**config.mk**
```make
export PLATFORM = sky130hd
export DESIGN_NAME = iperm_sched_flat
export DESIGN_NICKNAME = d
export VERILOG_FILES = /design/src/rtl/iperm_pkg.sv /design/src/rtl/iperm_sched_if.sv /design/src/rtl/iperm_beat_cnt.sv /design/src/rtl/iperm_sched.sv /design/src/flat_wrapper.sv
export SDC_FILE = /design/constraint.sdc
export NUM_CORES = 1
export LEC_CHECK = 0
export CAP_MARGIN = 10
export CORE_MARGIN = 1
export CORE_UTILIZATION = 48
export DETAILED_ROUTE_END_ITERATION = 7
export MAX_ROUTING_LAYER = met4
export PLACE_DENSITY = 0.79
export RECOVER_POWER = 25
export SETUP_SLACK_MARGIN = 0.2
export SYNTH_ARGS = -nofsm -noshare
export SYNTH_HDL_FRONTEND = slang
export SYNTH_SLANG_ARGS = --single-unit
```
**constraint.sdc**
```tcl
create_clock -name clk -period 2.7 [get_ports clk]
set_clock_uncertainty 0.05 [all_clocks]
set_input_delay 0.81 -clock clk [delete_from_list [all_inputs] [get_ports clk]]
set_output_delay 0.81 -clock clk [all_outputs]
set_load 0.02 [all_outputs]
```
**src/rtl/iperm_pkg.sv**
```systemverilog
// Shared types and constants for the iperm kp token scheduler.
// Latency: n/a (declarations only).
// Backpressure: n/a.
//
// Holds the kp code width, butterfly stage count, beat counter width,
// the scheduler state enum, the command struct and the stage legality check.
package iperm_pkg;

  localparam int SELIN      = 3;   // kp code width; 2**SELIN > LOG2SLICES
  localparam int LOG2SLICES = 4;   // number of butterfly stages
  localparam int CNT_W      = 16;  // beats-per-stage width

  localparam logic [SELIN-1:0] FLUSH_CODE = {SELIN{1'b1}};

  // Stage count widened by one bit so the compare cannot overflow the code width.
  localparam logic [SELIN:0] N_STAGES = (SELIN+1)'(LOG2SLICES);

  typedef enum logic [1:0] {
    IDLE  = 2'd0,
    RUN   = 2'd1,
    FLUSH = 2'd2
  } state_t;

  typedef struct packed {
    logic [SELIN-1:0] first;
    logic [SELIN-1:0] last;
    logic [CNT_W-1:0] beats;
    logic             flush;
  } cmd_t;

  // A command is legal when both stage codes name an existing butterfly stage.
  function automatic logic cmd_legal(input logic [SELIN-1:0] first,
                                     input logic [SELIN-1:0] last);
    return ({1'b0, first} < N_STAGES) && ({1'b0, last} < N_STAGES);
  endfunction

endpackage

```
**src/rtl/iperm_sched_if.sv**
```systemverilog
// Command and kp token handshake bundle for the iperm scheduler.
// Latency: n/a (wires only).
// Backpressure: req/ack on both channels; transfer when both are high.
//
// master: command source and kp token sink (config path / iperm stage side).
// slave : the scheduler itself.
interface iperm_sched_if;
  import iperm_pkg::*;

  logic             t_cmd_req;
  logic             t_cmd_ack;
  logic [SELIN-1:0] t_cmd_first;
  logic [SELIN-1:0] t_cmd_last;
  logic [CNT_W-1:0] t_cmd_beats;
  logic             t_cmd_flush;

  logic             i_kp_req;
  logic             i_kp_ack;
  logic [SELIN-1:0] i_kp_code;

  modport master (
    output t_cmd_req, t_cmd_first, t_cmd_last, t_cmd_beats, t_cmd_flush,
    input  t_cmd_ack,
    input  i_kp_req, i_kp_code,
    output i_kp_ack
  );

  modport slave (
    input  t_cmd_req, t_cmd_first, t_cmd_last, t_cmd_beats, t_cmd_flush,
    output t_cmd_ack,
    output i_kp_req, i_kp_code,
    input  i_kp_ack
  );

endinterface

```
**src/rtl/iperm_beat_cnt.sv**
```systemverilog
// Loadable down-counter with zero flag, counting remaining beats in a stage.
// Latency: load/decrement visible the cycle after the request.
// Backpressure: none; decrement is ignored at zero (no wrap).
//
// Ports: clk, reset_n (sync, active-low), load/load_val, dec, cnt, zero.
module iperm_beat_cnt #(
  parameter int W = 16
) (
  input  logic         clk,
  input  logic         reset_n,
  input  logic         load,
  input  logic [W-1:0] load_val,
  input  logic         dec,
  output logic [W-1:0] cnt,
  output logic         zero
);

  assign zero = (cnt == '0);

  always_ff @(posedge clk) begin
    if (!reset_n) begin
      cnt <= '0;
    end else if (load) begin
      cnt <= load_val;
    end else if (dec && !zero) begin
      cnt <= cnt - W'(1);
    end
  end

endmodule

```
**src/rtl/iperm_sched.sv**
```systemverilog
// Command-driven kp token sequencer: walks stage codes first..last, beats tokens each, optional flush token.
// Latency: command accepted in T -> first token in T+1; last transfer in L -> done/t_cmd_ack in L+1.
// Backpressure: kp tokens hold code until i_kp_ack; commands are only accepted in IDLE.
//
// Ports: clk, reset_n (sync, active-low), bus (iperm_sched_if.slave: command and kp channels),
//        busy (state != IDLE), done (completion pulse), err (sticky illegal-command flag).
module iperm_sched
  import iperm_pkg::*;
(
  input  logic          clk,
  input  logic          reset_n,
  iperm_sched_if.slave  bus,
  output logic          busy,
  output logic          done,
  output logic          err
);

  state_t           state;
  cmd_t             cmd;
  logic [SELIN-1:0] last_r;
  logic [CNT_W-1:0] beats_m1_r;
  logic             flush_r;
  logic             step_dn_r;
  logic             kp_req_r;
  logic [SELIN-1:0] kp_code_r;

  logic             cmd_xfer;
  logic             kp_xfer;
  logic             legal;
  logic             cnt_load;
  logic [CNT_W-1:0] cnt_load_val;
  logic             cnt_dec;
  logic [CNT_W-1:0] cnt;
  logic             cnt_zero;
  logic             stage_step;

  assign cmd = '{first: bus.t_cmd_first, last: bus.t_cmd_last,
                 beats: bus.t_cmd_beats, flush: bus.t_cmd_flush};

  // Ack depends on state alone so the command source never sees a req->ack loop.
  assign bus.t_cmd_ack = (state == IDLE);
  assign bus.i_kp_req  = kp_req_r;
  assign bus.i_kp_code = kp_code_r;
  assign busy          = (state != IDLE);

  assign cmd_xfer = (state == IDLE) && bus.t_cmd_req;
  assign kp_xfer  = kp_req_r && bus.i_kp_ack;
  assign legal    = cmd_legal(cmd.first, cmd.last);

  // Stage advance happens on the transfer that exhausts the current stage's beats.
  assign stage_step = (state == RUN) && kp_xfer && cnt_zero && (kp_code_r != last_r);
  assign cnt_dec    = (state == RUN) && kp_xfer && !cnt_zero;

  always_comb begin
    cnt_load     = 1'b0;
    cnt_load_val = beats_m1_r;
    if (cmd_xfer && legal && (cmd.beats != '0)) begin
      cnt_load     = 1'b1;
      cnt_load_val = cmd.beats - CNT_W'(1);
    end else if (stage_step) begin
      cnt_load     = 1'b1;
    end
  end

  iperm_beat_cnt #(.W(CNT_W)) u_beat_cnt (
    .clk      (clk),
    .reset_n  (reset_n),
    .load     (cnt_load),
    .load_val (cnt_load_val),
    .dec      (cnt_dec),
    .cnt      (cnt),
    .zero     (cnt_zero)
  );

  always_ff @(posedge clk) begin
    if (!reset_n) begin
      state      <= IDLE;
      last_r     <= '0;
      beats_m1_r <= '0;
      flush_r    <= 1'b0;
      step_dn_r  <= 1'b0;
      kp_req_r   <= 1'b0;
      kp_code_r  <= '0;
      done       <= 1'b0;
      err        <= 1'b0;
    end else begin
      done <= 1'b0;
      unique case (state)
        IDLE: begin
          if (bus.t_cmd_req) begin
            last_r     <= cmd.last;
            beats_m1_r <= cmd.beats - CNT_W'(1);
            flush_r    <= cmd.flush;
            step_dn_r  <= (cmd.first > cmd.last);
            err        <= 1'b0;
            if (!legal) begin
              err  <= 1'b1;
              done <= 1'b1;
            end else if (cmd.beats == '0) begin
              if (cmd.flush) begin
                state     <= FLUSH;
                kp_req_r  <= 1'b1;
                kp_code_r <= FLUSH_CODE;
              end else begin
                done <= 1'b1;
              end
            end else begin
              state     <= RUN;
              kp_req_r  <= 1'b1;
              kp_code_r <= cmd.first;
            end
          end
        end

        RUN: begin
          // Mid-stage transfers only decrement the counter (handled in u_beat_cnt).
          if (kp_xfer && cnt_zero) begin
            if (kp_code_r != last_r) begin
              kp_code_r <= step_dn_r ? (kp_code_r - SELIN'(1)) : (kp_code_r + SELIN'(1));
            end else if (flush_r) begin
              state     <= FLUSH;
              kp_code_r <= FLUSH_CODE;
            end else begin
              state    <= IDLE;
              kp_req_r <= 1'b0;
              done     <= 1'b1;
            end
          end
        end

        FLUSH: begin
          if (kp_xfer) begin
            state    <= IDLE;
            kp_req_r <= 1'b0;
            done     <= 1'b1;
          end
        end

        default: begin
          state    <= IDLE;
          kp_req_r <= 1'b0;
        end
      endcase
    end
  end

endmodule

```
**src/flat_wrapper.sv**
```systemverilog
// flat-port wrapper written by rule: the top's interface ports become plain ports
module iperm_sched_flat import iperm_pkg::*;
  (clk, reset_n, busy, done, err, bus_t_cmd_req, bus_t_cmd_first, bus_t_cmd_last, bus_t_cmd_beats, bus_t_cmd_flush, bus_t_cmd_ack, bus_i_kp_req, bus_i_kp_code, bus_i_kp_ack);
  iperm_sched_if bus_i ();
  input  logic clk;
  input  logic reset_n;
  output logic busy;
  output logic done;
  output logic err;
  input wire logic [$bits(bus_i.t_cmd_req)-1:0] bus_t_cmd_req;
  input wire logic [$bits(bus_i.t_cmd_first)-1:0] bus_t_cmd_first;
  input wire logic [$bits(bus_i.t_cmd_last)-1:0] bus_t_cmd_last;
  input wire logic [$bits(bus_i.t_cmd_beats)-1:0] bus_t_cmd_beats;
  input wire logic [$bits(bus_i.t_cmd_flush)-1:0] bus_t_cmd_flush;
  output wire logic [$bits(bus_i.t_cmd_ack)-1:0] bus_t_cmd_ack;
  output wire logic [$bits(bus_i.i_kp_req)-1:0] bus_i_kp_req;
  output wire logic [$bits(bus_i.i_kp_code)-1:0] bus_i_kp_code;
  input wire logic [$bits(bus_i.i_kp_ack)-1:0] bus_i_kp_ack;
  assign bus_i.t_cmd_req = bus_t_cmd_req;
  assign bus_i.t_cmd_first = bus_t_cmd_first;
  assign bus_i.t_cmd_last = bus_t_cmd_last;
  assign bus_i.t_cmd_beats = bus_t_cmd_beats;
  assign bus_i.t_cmd_flush = bus_t_cmd_flush;
  assign bus_t_cmd_ack = bus_i.t_cmd_ack;
  assign bus_i_kp_req = bus_i.i_kp_req;
  assign bus_i_kp_code = bus_i.i_kp_code;
  assign bus_i.i_kp_ack = bus_i_kp_ack;
  iperm_sched u_core (.clk(clk), .reset_n(reset_n), .bus(bus_i), .busy(busy), .done(done), .err(err));
endmodule
```
# Word-level counts from Yosys, hierarchy flattened

Cells that the tools add are included.
W data, S select, Z words.

Bits in registers: 45
Word-level logic and storage cells: 93

Add/sub/neg operators: 4
$lt $le $gt $ge: 3
Equal/unequal tests: 11
Mux-type cells: 42
Reductions and logical operators: 23

Operator list:

| kind                    | number |
|---|---|
| $mux W16                | 3 |
| $logic_not A16 Y1       | 2 |
| $sub A16 B1 Y16 const B | 2 |
| $mux W3                 | 8 |
| $mux W1                 | 19 |
| $mux W2                 | 8 |
| $reduce_bool A16 Y1     | 1 |
| $reduce_and A6 Y1       | 2 |
| $logic_and A1 B1 Y1     | 11 |
| $ne A2 B2 Y1 const B    | 4 |
| $reduce_and A7 Y1       | 1 |
| $lt A3 B3 Y1 const B    | 2 |
| $pmux W1 S3             | 2 |
| $pmux W2 S3             | 1 |
| $pmux W3 S2             | 1 |
| $reduce_bool A2 Y1      | 3 |
| $ne A2 B1 Y1 const B    | 2 |
| $add A3 B1 Y3 const B   | 1 |
| $gt A3 B3 Y1            | 1 |
| $ne A3 B1 Y1 const B    | 1 |
| $ne A3 B3 Y1            | 1 |
| $ne A3 B3 Y1 const B    | 1 |
| $sub A3 B1 Y3 const B   | 1 |
| $eq A2 B1 Y1 const B    | 1 |
| other kinds (4)         | 4 |

# Logic depth before layout (Yosys ltp)

Gate-level depths: netlist of the first run.

Depth after elaboration: 7
Depth in mapped cells: 9

# Hierarchy

Synthesis of the first run repeated with hierarchy kept, for this count alone.

Cell total of the unflattened synthesis: 342
Area, all modules: 2745.1 um^2

By module, submodules not included:

| module         | times used | cells an instance | area an instance (um^2) |
|---|---|---|---|
| iperm_sched    | 1          | 228               | 1823.0 |
| iperm_beat_cnt | 1          | 114               | 922.1 |

# Worst setup path after synthesis of the first run

Ideal clock, no wire load.

Path kind: input-to-reg
From: input bus_t_cmd_beats[0]
To: register u_core.u_beat_cnt.cnt[15]
Library setup time: 0.080 ns
Data arrival time: 2.501 ns
Required time: 2.570 ns
Slack: 0.069 ns
Stages on the path: 9
Buffers on the path: 1
Cells stage by stage: inv_1 ha_1 nor4b_2 and4_1 nor2_1 nor2_2 buf_2 o21ai_0 a211oi_2

Word-level cells in the longest chain between the ends: 4
Elaborated cells between the ends (all ways): 7
Classes of those cells: add/sub: 1; mux: 3; reduce/logical: 3

Ends and longest elaborated chain:

| what                                                    | RTL line             | text |
|---|---|---|
| start, declared                                         | flat_wrapper.sv:13   | `input wire logic [$bits(bus_i.t_cmd_beats)-1:0] bus_t_cmd_beats;` |
| branches (longest 4 deep; another with $sub A16 B1 Y16) | n/a                  |  |
| end signal, assigned                                    | iperm_beat_cnt.sv:24 | `cnt <= load_val;` |
| end signal, assigned                                    | iperm_beat_cnt.sv:26 | `cnt <= cnt - W'(1);` |
| end, declared                                           | iperm_beat_cnt.sv:14 | `output logic [W-1:0] cnt,` |

Several ways; the timed one is not identified.
A chain may end at the register's enable or synchronous reset.

# Worst setup path in the final report of the first run

From: input bus_t_cmd_req
To: register u_core.kp_code_r[2] (netlist: u_core.bus.i_kp_code[2])

Word-level cells in the longest chain between the ends: 2

Ends and longest elaborated chain:

| what                        | RTL line           | text |
|---|---|---|
| start, declared             | flat_wrapper.sv:10 | `input wire logic [$bits(bus_i.t_cmd_req)-1:0] bus_t_cmd_req;` |
| $ne A2 B2 Y1 (no line)      | n/a                |  |
| $reduce_and A6 Y1 (no line) | n/a                |  |
| end signal, assigned        | iperm_sched.sv:110 | `kp_code_r <= cmd.first;` |
| end signal, assigned        | iperm_sched.sv:119 | `kp_code_r <= step_dn_r ? (kp_code_r - SELIN'(1)) : (kp_code_r + SELIN'(1));` |
| end, declared               | iperm_sched.sv:25  | `logic [SELIN-1:0] kp_code_r;` |

No other way between the ends.

==> results of run 1 <==
power groups by stage:
stage          registers [mW]  clock network (mW)  logic [mW]
2_1_floorplan           0.755                   0       0.293
3_3_place_gp            0.759                   0       0.471
3_5_place_dp            0.761                   0       0.484
4_1_cts                 0.746               0.468       0.499
5_1_grt                 0.753               0.497       0.563
6_report                0.749               0.470       0.520
per-stage QoR:
| stage | worst slack (ns) | hold slack [ns] | utilization, % | TNS (ns) | instance area (um^2) |
|---|---|---|---|---|---|
| 6_report | 0.208 | 0.437 | 70.2 | 0 | 3960 |
| 3_3_place_gp | -0.342 | 0.407 | 65.3 | -5.80 | 3680 |
| 4_1_cts | 0.206 | 0.427 | 68.9 | 0 | 3890 |
| 3_5_place_dp | -0.436 | 0.416 | 65.3 | -7.66 | 3680 |
| 5_1_grt | 0.129 | 0.453 | 70.2 | 0 | 3960 |
| 2_1_floorplan | 0.148 | 0.399 | - | 0 | 2890 |
state kept, by name, indices dropped and copies added, names as in the netlist:
register / count
u_core.beats_m1_r: 16
u_core.u_beat_cnt.cnt: 16
u_core.bus.i_kp_code: 3
u_core.last_r: 3
u_core.state: 2
u_core.bus.i_kp_req: 1
u_core.done: 1
u_core.err: 1
u_core.flush_r: 1
u_core.step_dn_r: 1
per-layer routing:
layer | GRT usage, % | up-vias | wire [um]
met3 | 4.48 | 38 | 623
met1 | 39.1 | 1521 | 3780
met5 | - | - | 0
met2 | 49.9 | 185 | 4380
li1 | - | 1517 | -
met4 | 14.2 | 0 | 354
final cells by class:
class / count / area [um^2] / share of cell area (%)
Clock buffer: 7 / 96.3 / 2.43
Tap cell: 72 / 90.1 / 2.27
Clock inverter: 1 / 5.00 / 0.126
Multi-Input combinational cell: 280 / 1950 / 49.3
Timing Repair Buffer: 101 / 845 / 21.3
Sequential cell: 45 / 903 / 22.8
Inverter: 18 / 67.6 / 1.71
critical path, stage by stage:
cell and delay [ns]:
clkdlybuf4s50_1 0.51, nor3b_1 0.27, nand2_1 0.16, buf_4 0.17
a21oi_1 0.15, a31oi_2 0.10, a311o_1 0.31, a21oi_1 0.18
cell families (layout without fill, tap and decap cells):
logic type,count (synthesis),after routing,synth area share [%]
fa+ha+maj,8,8,3.75
xor+xnor,20,20,6.11
buf+inv,34,127,4.84
flops,45,45,31.4
compound gates,102,102,25.2
simple gates,150,150,28.7
layout by cell type (no fill, tap or decap), types with 5 or more instances in the layout:
master,n
clkdlybuf4s50_1,15
dlygate4sd2_1,8
nand3_1,8
buf_4,62
nor3_1,12
xnor2_1,10
a211oi_1,16
o21ai_0,11
nor3_2,5
ha_1,5
clkbuf_8,7
xor2_1,10
inv_1,15
nor2_1,43
dfxtp_1,43
nand2_1,36
a21oi_1,25
or3_1,7
path summary, 6_finish.rpt:
| check | from | end | slack, ns | cells past startpoint |
|---|---|---|---|---|
| hold / removal | u_core.last_r[2] | u_core.last_r[2] | 0.44 | 2 |
| setup / recovery | bus_t_cmd_req | u_core.bus.i_kp_code[2] | 0.21 | 8 |
| setup reg to reg | u_core.u_beat_cnt.cnt[3] | u_core.u_beat_cnt.cnt[10] | 0.32 | 7 |
| hold reg to reg | u_core.last_r[2] | u_core.last_r[2] | 0.44 | 2 |
timing repair:
item | CTS | global route
setup endpoints to repair | 26 | 22
hold buffers | 0 | 0
buffers inserted | 6 | 5
gates resized for setup | 29 | 23
endpoints found under the hold margin | 0 | 0
pin swaps | 11 | 10
==> out/qor.txt, run 1 <==
PWR
------------------------------------------------------------------------------------
Switching power total .................................................     0.571 mW
Pleak .................................................................      1.58 nW
Sequential power share ................................................        43.1%
Post-route total power ................................................      1.74 mW
Switching Fraction ....................................................        32.9%
Total internal power ..................................................      1.17 mW
Part of the total power dissipated in the clock network ...............        27.0%
Portion of total power attributed to combinational logic ..............        29.9%
PwrDens ...............................................................  439 nW/um^2
Worst vdd rail ir drop ................................................     0.367 mV

PLACE
------------------------------------------------------------------------------------
Final weighted congestion of routability-driven global placement ......        0.891
Number of port buffers ................................................           34
Placed insts ..........................................................          505
Post-DP HPWL ..........................................................      6140 um

GRT
------------------------------------------------------------------------------------
Vias in the first global route ........................................         3084
Total GRT Usage .......................................................        31.3%
GRT Residual Overflow .................................................            0
Pin count of the biggest net entering global routing ..................           38
Global-route wire length before repair ................................     15000 um
Antenna violations before repair ......................................            0

CLOCK TREE
------------------------------------------------------------------------------------
CTS root buf ..........................................................     clkbuf_8
H-tree levels .........................................................            2
Clk buf depth .........................................................            2
Clock net sink count ..................................................           45
Reg clk slew, reported paths ..........................................      0.08 ns
Clk_lat worst skew ....................................................      0.30 ns
CTS tree ..............................................................         done
Number of clock buffers inserted by TritonCTS .........................            5

YOSYS
------------------------------------------------------------------------------------
Proportion of synthesized flip-flops having asynchronous set or reset .           0%
Top-area cell type share of the netlist area ..........................        31.4%
Number of different library cells in the post-synthesis netlist .......           66
Syn Nets ..............................................................          394
Cell type contributing the most total cell area after synthesis .......      dfxtp_1
Synth warn ............................................................            0
Number of flops mapped to enable cells by yosys .......................            0
Sequential-to-total area share from yosys stat ........................        31.4%
Flop and latch count out of synthesis .................................           45
Most common flop cell mapped by yosys .................................      dfxtp_1
Cell Area, Synth ......................................................    2870 um^2
Average instance area after synthesis .................................    7.99 um^2
Commonest cells in the netlist ........................................ 45 x dfxtp_1, 44 x nor2_1, 37 x nand2_1, 25 x a21oi_1
Most numerous cell in the Yosys netlist ...............................      dfxtp_1
Cell types with the largest area share after synthesis ................ dfxtp_1 31%, nor2_1 5.8%, nand2_1 4.8%, a211oi_1 4.5%, a21oi_1 4.4%
Cells after Synth .....................................................          359

DRT
------------------------------------------------------------------------------------
Vias per Instance .....................................................         6.22
Vias after detailed routing ...........................................         3261
First-iteration detailed-routing DRC count ............................          364
Detailed Route WL .....................................................      9130 um
Number of nets with antenna violations after detailed routing .........            0
Routed len/inst .......................................................      17.4 um
Total iterations of the first detailed-routing run ....................            5
Detailed-route DRC error count ........................................            0

WORST SETUP PATH
------------------------------------------------------------------------------------
Worst endpoint data arrival time ......................................      2.66 ns
Worst Path Required ...................................................      2.87 ns
Worst Path Max Fanout .................................................            6
Class of the most critical setup path .................................    in -> reg
Type of destination of the critical path ..............................    flip-flop
Critical Path Start Type .............................................. primary input

OUTCOME
------------------------------------------------------------------------------------
Run status ............................................................ finished clean

HOLD PATH
------------------------------------------------------------------------------------
Type of the most critical hold path ...................................   reg -> reg

STA
------------------------------------------------------------------------------------
Worst-margin pin slew .................................................     0.505 ns
Final Hold Violating Endpoints ........................................            0
Worst slew margin relative to its limit ...............................        66.0%
Unrepaired setup endpoints after global routing .......................          yes
Post-route clock period utilization ...................................        92.3%
Min Clock Period, post-route ..........................................      2.49 ns
Max Fclk ..............................................................    0.401 GHz
Max-slew violations ...................................................            0
Final setup viols .....................................................            0

FINISH
------------------------------------------------------------------------------------
Area delta synth->final ...............................................        38.1%
Share of final-layout standard cells stronger than drive strength 1 ...        27.0%
Final instance count without filler cells .............................          524
Diodes inserted .......................................................            0
Filler Cells Inserted .................................................          422
Final-stage net count .................................................          486

DIE
------------------------------------------------------------------------------------
Chip width ............................................................      79.3 um
Number of rows in the core area .......................................           27
Vert. Die Dim .........................................................      79.3 um
Number of I/O pins ....................................................           35
Placeable core region .................................................    5640 um^2
Area of the die .......................................................    6290 um^2
Starting density of the core ..........................................        50.8%

FLOW RUN
------------------------------------------------------------------------------------
Max-capacitance violation count .......................................            0

Note: power is estimated with default switching activity, not from simulation.
==> run 2, diff against run 1 <==
--- a/config.mk
+++ b/config.mk
@@ -6,11 +6,12 @@
 export NUM_CORES = 1
 export LEC_CHECK = 0
 export CAP_MARGIN = 10
-export CORE_MARGIN = 1
+export CORE_MARGIN = 4
 export CORE_UTILIZATION = 48
 export DETAILED_ROUTE_END_ITERATION = 7
+export DONT_BUFFER_PORTS = 1
 export MAX_ROUTING_LAYER = met4
-export PLACE_DENSITY = 0.79
+export PLACE_DENSITY = 0.71
 export RECOVER_POWER = 25
 export SETUP_SLACK_MARGIN = 0.2
 export SYNTH_ARGS = -nofsm -noshare
==> out/qor.txt, run 2 (synthesis results as in run 1) <==
GRT
----------------------------------------------------------------------------------
GRT Residual Overflow ...............................................            0
Vias in the first global route ......................................         2742
Pin count of the biggest net entering global routing ................           38
Global-route wire length before repair ..............................     13300 um
Total GRT Usage .....................................................        22.9%
Met1 routing resource usage after global routing ....................        30.0%
Antenna violations before repair ....................................            0
Grt met3 use ........................................................        3.50%
Top Usage Layer GRT .................................................         met2
Global routing usage on met2 ........................................        35.8%

STA
----------------------------------------------------------------------------------
Unrepaired setup endpoints after global routing .....................          yes
Worst slew margin relative to its limit .............................        52.7%
Final worst-path setup slack ........................................     0.278 ns
Worst-margin pin slew ...............................................     0.710 ns
Min Clock Period, post-route ........................................      2.42 ns
Final Hold Violating Endpoints ......................................            0
Max Fclk ............................................................    0.413 GHz
Final setup viols ...................................................            0
Hold Worst Slack ....................................................     0.424 ns
Max-slew violations .................................................            0
Post-route clock period utilization .................................        89.7%

FINISH
----------------------------------------------------------------------------------
Most common cell after layout, fill and taps aside ..................      dfxtp_1
Final-stage net count ...............................................          408
Area delta synth->final .............................................        10.9%
Share of final-layout standard cells stronger than drive strength 1 .        14.2%
Core occupancy in the finished layout ...............................        56.4%
Filler Cells Inserted ...............................................          517
Largest registers ................................................... u_core.beats_m1_r: 16 flops, u_core.u_beat_cnt.cnt: 16 flops
Diodes inserted .....................................................            0
Most used cells in the layout excluding fill and tap cells .......... 45 x dfxtp_1, 44 x nor2_1, 37 x nand2_1

DIE
----------------------------------------------------------------------------------
Number of rows in the core area .....................................           27
Number of I/O pins ..................................................           35
Starting density of the core ........................................        50.8%
Placeable core region ...............................................    5640 um^2
Chip width ..........................................................      85.3 um
Vert. Die Dim .......................................................      85.3 um
Area of the die .....................................................    7280 um^2

PLACE
----------------------------------------------------------------------------------
Post-DP HPWL ........................................................      5990 um
Number of port buffers ..............................................            0
Post-placement setup slack ..........................................   -0.0571 ns
Final weighted congestion of routability-driven global placement ....        0.908

WORST SETUP PATH
----------------------------------------------------------------------------------
Worst Path Required .................................................      2.84 ns
Type of destination of the critical path ............................    flip-flop
Class of the most critical setup path ...............................    in -> reg
Worst endpoint data arrival time ....................................      2.56 ns
FF-to-FF setup slack ................................................      0.35 ns
Buffers & Inverters on Critical Path ................................            1
Endpoint of the lowest-slack register-to-register path .............. u_core.u_beat_cnt.cnt[4]
Worst Path Max Fanout ...............................................            4
Slowest CP cell .....................................................       or4b_1
Worst reg2reg path startpoint ....................................... u_core.u_beat_cnt.cnt[0]
Critical Path Start Type ............................................ primary input
Critical Path, Cell by Cell ......................................... inv_1 -> ha_2 -> or4b_1 -> nor3_2 -> xor2_1 -> o22ai_1 -> a31o_1 -> a211oi_1
Largest delay contributor family on the critical path ............... simple AND/OR/NAND/NOR gates
R2r worst-path depth ................................................            7
Critical Path Max Stage Delay .......................................      0.48 ns

PWR
----------------------------------------------------------------------------------
Worst vdd rail ir drop ..............................................     0.430 mV
Part of the total power dissipated in the clock network .............        30.4%
Switching Fraction ..................................................        30.7%
Switching power total ...............................................     0.499 mW
Total internal power ................................................      1.13 mW
Sequential power share ..............................................        46.2%
Pleak ...............................................................      1.16 nW
PwrDens .............................................................  511 nW/um^2
Portion of total power attributed to combinational logic ............        23.3%

HOLD PATH
----------------------------------------------------------------------------------
Type of the most critical hold path .................................   reg -> reg
Number of stages on the worst hold path .............................            2
Hold Crit Endpoint .................................................. u_core.last_r[0]
Source of the worst hold timing path ................................ u_core.last_r[0]

DRT
----------------------------------------------------------------------------------
Routed len/inst .....................................................      17.5 um
Total iterations of the first detailed-routing run ..................            5
Number of nets with antenna violations after detailed routing .......            0
Vias after detailed routing .........................................         2766
First-iteration detailed-routing DRC count ..........................          191
Detailed-route DRC error count ......................................            0
Vias per Instance ...................................................         6.22
Detailed Route WL ...................................................      7790 um

CLOCK TREE
----------------------------------------------------------------------------------
Clk buf depth .......................................................            2
H-tree levels .......................................................            2
Clock net sink count ................................................           45
Number of clock buffers inserted by TritonCTS .......................            5
Reg clk slew, reported paths ........................................      0.08 ns
Clk_lat worst skew ..................................................      0.29 ns
CTS tree ............................................................         done
CTS root buf ........................................................     clkbuf_8
Post-CTS Hold Buffers ...............................................            0

FLOW RUN
----------------------------------------------------------------------------------
Max-capacitance violation count .....................................            0

OUTCOME
----------------------------------------------------------------------------------
Run status .......................................................... finished clean

-- run 2: repair_timing --
action / in CTS / in global routing
endpoints found under the setup margin: 0 / 2
gates resized for setup: 0 / 2
buffers inserted: 0 / 2
-- run 2: how the worst max path moves through the flow --
stage / startpoint / endpoint / slack (ns) / cells past startpoint
6_report: bus_t_cmd_beats[1] / u_core.u_beat_cnt.cnt[8] / 0.28 / 8
5_1_grt: bus_t_cmd_beats[1] / u_core.u_beat_cnt.cnt[8] / 0.18 / 8
3_5_place_dp: bus_t_cmd_beats[0] / u_core.u_beat_cnt.cnt[8] / -0.06 / 8
4_1_cts: bus_t_cmd_beats[0] / u_core.u_beat_cnt.cnt[8] / 0.25 / 8
3_3_place_gp: bus_t_cmd_beats[0] / u_core.u_beat_cnt.cnt[8] / 0.03 / 8
2_1_floorplan: bus_t_cmd_beats[0] / u_core.u_beat_cnt.cnt[15] / 0.15 / 9
-- run 2: metal layers --
metal | part of all wire (%) | routed length [um] | vias to the layer above
met5 | 0 | 0 | -
met4 | 2.9 | 225 | 0
met3 | 6.1 | 477 | 21
met2 | 46 | 3600 | 96
met1 | 45 | 3480 | 1293
li1 | - | - | 1356
-- run 2: cell type report --
cell class,instances,area [um^2],share of cell area (%)
inverters,18,67.6,2.12
well taps,72,90.1,2.83
clock buffers,5,68.8,2.16
repair buffers,23,163,5.11
clock inverters,2,35.0,1.10
flip-flops and latches,45,901,28.3
multi-input cells,280,1860,58.3
-- run 2: power groups by stage --
stage	clock network, mW	registers, mW	logic, mW
after global placement	0	0.764	0.364
after CTS	0.503	0.749	0.375
after detailed placement	0	0.765	0.372
after floorplan	0	0.755	0.293
final	0.495	0.751	0.379
after global routing	0.528	0.757	0.423
-- run 2: worst register-to-register path, cell delays in order (launching register included) --
cell and delay, ns:
dfxtp_1 0.33, inv_1 0.11, ha_1 0.20, nand3_1 0.30, or4b_4 0.70, nand2_4 0.16, o21ai_4 0.12, o32ai_1 0.28
-- run 2: per-stage QoR --
stage                     setup TNS [ns]  cell area (um^2)  instances  total power, mW
final                                  0              3180        445             1.62
after global routing                   0              3180        445             1.71
after CTS                              0              3170        443             1.63
after detailed placement         -0.0571              3070        436             1.14
after global placement                 0              3070        436             1.13
after floorplan                        0              2890        359             1.05
